$ cat src/rtl/instr_assembler_if.sv
// Instruction-assembler bus: field input handshake, instruction-memory
// write port and session status, bundled so producer and consumer share
// one definition.
interface instr_assembler_if #(
  parameter int INSTR_LEN = 32
);
  logic                 start;
  logic [63:0]          base_addr;
  logic                 in_valid;
  logic                 in_ready;
  logic                 in_fmt;
  logic [10:0]          in_opcode;
  logic [4:0]           in_rm;
  logic [5:0]           in_shamt;
  logic [8:0]           in_address;
  logic [4:0]           in_rn;
  logic [4:0]           in_rd;
  logic                 in_last;
  logic                 imem_we;
  logic [63:0]          imem_addr;
  logic [INSTR_LEN-1:0] imem_wdata;
  logic [15:0]          count;
  logic                 busy;
  logic                 done;
  logic                 err;

  // Producer side: issues sessions and instruction fields.
  modport master (
    output start, base_addr, in_valid, in_fmt, in_opcode, in_rm, in_shamt,
           in_address, in_rn, in_rd, in_last,
    input  in_ready, imem_we, imem_addr, imem_wdata, count, busy, done, err
  );

  // Assembler side: accepts fields, writes encoded words.
  modport slave (
    input  start, base_addr, in_valid, in_fmt, in_opcode, in_rm, in_shamt,
           in_address, in_rn, in_rd, in_last,
    output in_ready, imem_we, imem_addr, imem_wdata, count, busy, done, err
  );
endinterface

$ cat src/rtl/instr_assembler.sv
// Instruction assembler: encodes R-type / D-type fields into instruction
// words and writes them to consecutive instruction-memory addresses
// starting at a per-session base address.
module instr_assembler #(
  parameter int DEPTH     = 64,
  parameter int INSTR_LEN = 32
) (
  input  logic               clk,
  input  logic               rst_n,
  instr_assembler_if.slave   bus
);

  typedef enum logic [1:0] {
    IDLE  = 2'd0,
    LOAD  = 2'd1,
    DRAIN = 2'd2,
    DONE  = 2'd3
  } state_t;

  localparam logic [15:0] DEPTH_CNT = 16'(DEPTH);

  state_t      state;
  logic [63:0] ptr;     // byte address of the next word to write
  logic [31:0] word;    // encoded form of the fields on the bus
  logic        accept;

  assign accept = bus.in_valid && bus.in_ready;

  // Encode the presented fields; fields unused by the format never reach the word.
  always_comb begin
    // NOTE: default first so every path assigns word and no latch is inferred.
    word = '0;
    if (bus.in_fmt) begin
      word = {bus.in_opcode, bus.in_address, 2'b00, bus.in_rn, bus.in_rd};
    end else begin
      word = {bus.in_opcode, bus.in_rm, bus.in_shamt, bus.in_rn, bus.in_rd};
    end
  end

  // Session FSM with registered handshake, write port and status outputs.
  always_ff @(posedge clk or negedge rst_n) begin
    if (!rst_n) begin
      state          <= IDLE;
      ptr            <= '0;
      bus.in_ready   <= 1'b0;
      bus.imem_we    <= 1'b0;
      bus.imem_addr  <= '0;
      bus.imem_wdata <= '0;
      bus.count      <= '0;
      bus.busy       <= 1'b0;
      bus.done       <= 1'b0;
      bus.err        <= 1'b0;
    end else begin
      // NOTE: non-blocking assignments so every register updates from pre-edge values.
      bus.imem_we <= 1'b0;
      case (state)
        IDLE: begin
          bus.done <= 1'b0;
          if (bus.start) begin
            state        <= LOAD;
            ptr          <= bus.base_addr;
            bus.count    <= '0;
            bus.err      <= 1'b0;
            bus.in_ready <= 1'b1;
            bus.busy     <= 1'b1;
          end
        end
        LOAD: begin
          if (accept) begin
            if (bus.count == DEPTH_CNT) begin
              // Session already full: drop the beat and end with an error.
              bus.err      <= 1'b1;
              bus.done     <= 1'b1;
              bus.in_ready <= 1'b0;
              state        <= DONE;
            end else begin
              bus.imem_we    <= 1'b1;
              bus.imem_addr  <= ptr;
              bus.imem_wdata <= INSTR_LEN'(word);
              ptr            <= ptr + 64'd4;  // wraps modulo 2^64
              bus.count      <= bus.count + 16'd1;
              if (bus.in_last) begin
                bus.in_ready <= 1'b0;
                state        <= DRAIN;
              end
            end
          end
        end
        DRAIN: begin
          // The final write is on the port this cycle.
          bus.done <= 1'b1;
          state    <= DONE;
        end
        DONE: begin
          bus.done <= 1'b0;
          bus.busy <= 1'b0;
          state    <= IDLE;
        end
        default: begin
          bus.in_ready <= 1'b0;
          bus.busy     <= 1'b0;
          bus.done     <= 1'b0;
          state        <= IDLE;
        end
      endcase
    end
  end

endmodule
$ cat src/flat_wrapper.sv
// flat-port wrapper written by rule: the top's interface ports become plain ports
module instr_assembler_flat 
#(
  parameter int DEPTH     = 64,
  parameter int INSTR_LEN = 32
)
  (clk, rst_n, bus_start, bus_base_addr, bus_in_valid, bus_in_fmt, bus_in_opcode, bus_in_rm, bus_in_shamt, bus_in_address, bus_in_rn, bus_in_rd, bus_in_last, bus_in_ready, bus_imem_we, bus_imem_addr, bus_imem_wdata, bus_count, bus_busy, bus_done, bus_err);
  instr_assembler_if #(.INSTR_LEN(INSTR_LEN)) bus_i ();
  input  logic clk;
  input  logic rst_n;
  input wire logic [$bits(bus_i.start)-1:0] bus_start;
  input wire logic [$bits(bus_i.base_addr)-1:0] bus_base_addr;
  input wire logic [$bits(bus_i.in_valid)-1:0] bus_in_valid;
  input wire logic [$bits(bus_i.in_fmt)-1:0] bus_in_fmt;
  input wire logic [$bits(bus_i.in_opcode)-1:0] bus_in_opcode;
  input wire logic [$bits(bus_i.in_rm)-1:0] bus_in_rm;
  input wire logic [$bits(bus_i.in_shamt)-1:0] bus_in_shamt;
  input wire logic [$bits(bus_i.in_address)-1:0] bus_in_address;
  input wire logic [$bits(bus_i.in_rn)-1:0] bus_in_rn;
  input wire logic [$bits(bus_i.in_rd)-1:0] bus_in_rd;
  input wire logic [$bits(bus_i.in_last)-1:0] bus_in_last;
  output wire logic [$bits(bus_i.in_ready)-1:0] bus_in_ready;
  output wire logic [$bits(bus_i.imem_we)-1:0] bus_imem_we;
  output wire logic [$bits(bus_i.imem_addr)-1:0] bus_imem_addr;
  output wire logic [$bits(bus_i.imem_wdata)-1:0] bus_imem_wdata;
  output wire logic [$bits(bus_i.count)-1:0] bus_count;
  output wire logic [$bits(bus_i.busy)-1:0] bus_busy;
  output wire logic [$bits(bus_i.done)-1:0] bus_done;
  output wire logic [$bits(bus_i.err)-1:0] bus_err;
  assign bus_i.start = bus_start;
  assign bus_i.base_addr = bus_base_addr;
  assign bus_i.in_valid = bus_in_valid;
  assign bus_i.in_fmt = bus_in_fmt;
  assign bus_i.in_opcode = bus_in_opcode;
  assign bus_i.in_rm = bus_in_rm;
  assign bus_i.in_shamt = bus_in_shamt;
  assign bus_i.in_address = bus_in_address;
  assign bus_i.in_rn = bus_in_rn;
  assign bus_i.in_rd = bus_in_rd;
  assign bus_i.in_last = bus_in_last;
  assign bus_in_ready = bus_i.in_ready;
  assign bus_imem_we = bus_i.imem_we;
  assign bus_imem_addr = bus_i.imem_addr;
  assign bus_imem_wdata = bus_i.imem_wdata;
  assign bus_count = bus_i.count;
  assign bus_busy = bus_i.busy;
  assign bus_done = bus_i.done;
  assign bus_err = bus_i.err;
  instr_assembler #(.DEPTH(DEPTH), .INSTR_LEN(INSTR_LEN)) u_core (.clk(clk), .rst_n(rst_n), .bus(bus_i));
endmodule
$ cat config.mk
export PLATFORM = sky130hd
export DESIGN_NAME = instr_assembler_flat
export DESIGN_NICKNAME = d
export VERILOG_FILES = /design/src/rtl/instr_assembler_if.sv /design/src/rtl/instr_assembler.sv /design/src/flat_wrapper.sv
export SDC_FILE = /design/constraint.sdc
export NUM_CORES = 1
export LEC_CHECK = 0
export BUFFER_PORTS_ARGS = -buffer_cell sky130_fd_sc_hd__buf_4
export CAP_MARGIN = 0
export CORE_UTILIZATION = 54
export CTS_CLUSTER_DIAMETER = 100
export DETAILED_ROUTE_END_ITERATION = 8
export PLACE_DENSITY = 0.86
export RECOVER_POWER = 100
export SLEW_MARGIN = 20
export SYNTH_ARGS = -nofsm -noshare
export SYNTH_HDL_FRONTEND = slang
export SYNTH_SLANG_ARGS = --single-unit
export TNS_END_PERCENT = 5
$ cat constraint.sdc
create_clock -name clk -period 2.95 [get_ports clk]
set_clock_uncertainty 0.1 [all_clocks]
set_input_delay 0 -clock clk [delete_from_list [all_inputs] [get_ports clk]]
set_output_delay 0 -clock clk [all_outputs]
set_load 0.01 [all_outputs]
==> reports/metrics.yaml <==
yosys:
  synth_compound_area_share_pct: 13.5
  ys_types: 63
  synth_ff_type: "dfrtp_1"
  yosysWarnings: 0
  synth-seq-cells: 183
  synth-edff-count: 0
  syn_area_per_cell_um2: 10.1
  synth_top_family_by_area: "simple AND/OR/NAND/NOR gates"
  synthMuxAreaShare_pct: 11.0
  ys_seq_area_share_pct: 49.0
  yosys.area_share.simple_pct: 20.7
  synth_xor_area_share_pct: 1.31
  synth_area_mm2: 0.00935
  synthAdderAreaFrac_pct: 0.936
  synth_nets: 1047
  syn-instance-count: 929
  ys_async_sr_fraction_pct: 100
pwr:
  peakVddDrop_mv: 0.606
  power.switching_w: 0.00557
  clockPowerShare_pct: 17.5
  p_leak_nw: 5.30
  powerDensity_mw_per_mm2: 1010
  netSwitchingFraction_pct: 43.9
  pwr-share-seq_pct: 38.0
  p_int_w: 0.00713
  comb_power_share_pct: 44.4
final_layout:
  drive_gt1_share_pct: 21.3
  nFillCells: 1195
  nets: 1375
  multi_input_comb_area_mm2: 0.00448
  area.sequential_mm2: 0.00458
  area_growth_pct: 34.7
floorplanning:
  ios: 228
  dieWidth_um: 134
  die_y_um: 134
  die-area_mm2: 0.0179
  start_util_pct: 55.8
  core_area_mm2: 0.0168
  rows: 47
route:
  wire_per_inst_um: 20.1
  drc: 0
  vias: 9313
  wl_um: 30000
  viasPerCell: 6.25
  drt_iter0_markers: 977
  drtAntennaViolNets: 0
  dr.pass1.iters: 6
grt:
  grt_pass1_vias: 9116
  antenna_found_initial: 1
  grt_max_degree: 88
  grt_pass1_wl_um: 47700
  grtUsageTotal_pct: 34.1
  grt_overflow_total: 0
timing:
  final.setup.tns_ns: 0
  finalCritPeriodShare_pct: 92.2
  slew_headroom_pct: -22.1
  period_needed_ns: 2.72
  rsz0062_at_grt: "no"
  setup_viol: 0
  final_hold_viol_count: 0
  max_freq_mhz: 368
  tightest_slew_ns: 1.83
  timing.hold.ws_ns: 0.0604
  slew_violations: 70
critical_path:
  path_max_fanout: 22
  crit_buf_inv: 3
  path_cells: "inv_1, ha_4, nor4b_1, nand4_1, and2_2, buf_4, clkbuf_1, a2bb2oi_1"
  critical_path.top_delay_family: "simple AND/OR/NAND/NOR gates"
  end_kind: "register"
  crit_type: "register to register"
  cp.required_ns: 3.19
  worstPathArrival_ns: 2.96
  critPathSlowestCell: "and2_2"
  max_stage_delay_ns: 0.42
  worstSetupStartpointType: "register"
cts:
  insertion_delay_ns: 0.44
  htree_num_levels: 4
  cts.sinks: 183
  post_cts_resized: 0
  cts-root-buf: "clkbuf_16"
  path_clk_slew_ns: 0.07
  cts_max_path_buffers: 2
  cts_inserted_buffers: 17
  cts_tree: "done"
hold_path:
  hold_class: "input port to register"
placed_design:
  numPortBuffers: 227
  gp_congestion: 0.909
  hpwl_um: 19300
outcome:
  violations: "max-capacitance violations, max-slew violations"
  status: "finished, violations left"
flow_run:
  drv_cap: 1
[tightest hold or removal path, delay by kind of cell]
| kind | cells | cell delay, ns |
|---|---|---|
| AOI/OAI and AO/OA | 1 | 0.10 |
| buffers and inverters | 1 | 0.13 |
| and+or+nand+nor | 1 | 0.11 |
| muxes | 1 | 0.23 |
[worst paths after layout]
| path | start | end | slack [ns] | cells after the start |
|---|---|---|---|---|
| worst max-delay path | u_core.state[1] | u_core.ptr[16] | 0.23 | 8 |
| worst min-delay path | bus_in_valid | u_core.bus.done | 0.06 | 4 |
| worst max register to register | u_core.state[1] | u_core.ptr[16] | 0.23 | 8 |
| worst min register to register | u_core.bus.imem_addr[29] | u_core.bus.imem_addr[29] | 0.39 | 2 |
| max in group asynchronous | rst_n | u_core.ptr[62] | 0.71 | 3 |
| min in group asynchronous | rst_n | u_core.bus.imem_addr[25] | 0.49 | 2 |
[cells in the final DEF, fill, tap and decap left out, types with 15 or more instances in the layout]
master           n
nor2_1          48
nand4_1         39
mux2i_1         15
buf_4          131
mux2_2          76
nor4_1          20
a21oi_1         52
dfrtp_1        183
clkbuf_16       17
o22ai_1         17
a2bb2oi_1       20
dlygate4sd3_1  110
nor3_1          21
o21ai_0         50
nand2_1         87
nand3_1         59
and3_1          20
inv_1           21
clkbuf_1       120
[timing repair]
item | CTS | global route
buffers inserted | 0 | 0
hold endpoints to repair | 165 | 0
hold buffers | 110 | 0
[final cells by class]
type | count | share of cell area, %
diodes | 1 | 0.0199
well taps | 220 | 2.18
repair buffers | 369 | 20.8
clock buffers | 18 | 3.49
clock inverters | 14 | 1.01
inverters | 21 | 0.626
flip-flops and latches | 183 | 36.3
multi-input cells | 665 | 35.5
[stage by stage]
stage	utilization [%]	cells	instance area, um^2	worst slack [ns]	total power [W]
global placement	68.0	1348	11400	0.402	0.0104
floorplan	-	929	9350	0.514	0.00821
global route	75.2	1491	12600	0.105	0.0134
CTS	77.9	1490	13100	0.328	0.0130
finish	75.2	1491	12600	0.231	0.0127
detailed placement	68.0	1348	11400	0.330	0.0107
[cells by family after synthesis]
kind of cell,count (synthesis)
mux,93
fa+ha+maj,7
compound gates,195
xor+xnor,14
simple gates,356
flops,183
buf+inv,81
[cell usage after synthesis, types with 4 or more instances]
library cell  instances  area, um^2
dfrtp_1             183        4580
a21oi_1              52         260
o211ai_1              5        37.5
or4_1                 8        60.1
mux2_2               78         878
nand4b_1              4        35.0
or3_1                 6        37.5
or2_2                 6        37.5
nand2_1              87         327
o41ai_1               6        52.6
nand2b_1              4        25.0
buf_2                14        70.1
o22ai_1              17         106
and2_1                7        43.8
nor4_1               20         125
o21ai_0              50         250
o22a_1                4        35.0
nand3_1              59         295
a41oi_1               4        35.0
and4_1                9        78.8
a2bb2oi_1            20         175
nor2_1               48         180
nand4_1              39         244
inv_1                21        78.8
ha_1                  7        87.6
buf_1                 4        15.0
nor3_1               21         105
mux2i_1              15         150
and3_1               20         125
xor2_1               12         105
clkbuf_1             41         154
[routing by layer]
layer | wire length [um] | vias to the layer above | GRT usage, % | share of wire, %
met3 | 2640 | 109 | 6.81 | 8.8
li1 | - | 4121 | - | -
met4 | 1080 | 0 | 14.1 | 3.6
met2 | 14300 | 591 | 55.9 | 48
met1 | 12000 | 4492 | 44.5 | 40
met5 | 0 | - | 0 | 0
[power by group through the flow]
stage	clock network (W)	registers, W	logic [W]
CTS	0.00223	0.00475	0.00606
floorplan	0	0.00475	0.00346
global route	0.00234	0.00495	0.00611
finish	0.00223	0.00483	0.00565
detailed placement	0	0.00479	0.00590
global placement	0	0.00472	0.00570
[registers in the layout (all words and copies together), names as in the netlist]
signal and flops:
u_core.bus.imem_addr 64, u_core.ptr 64, u_core.bus.imem_wdata 32, u_core.bus.count 16, u_core.state 2, u_core.bus.busy 1, u_core.bus.done 1, u_core.bus.err 1
u_core.bus.imem_we 1, u_core.bus.in_ready 1
No activity file was read; power rests on OpenSTA's default activity.
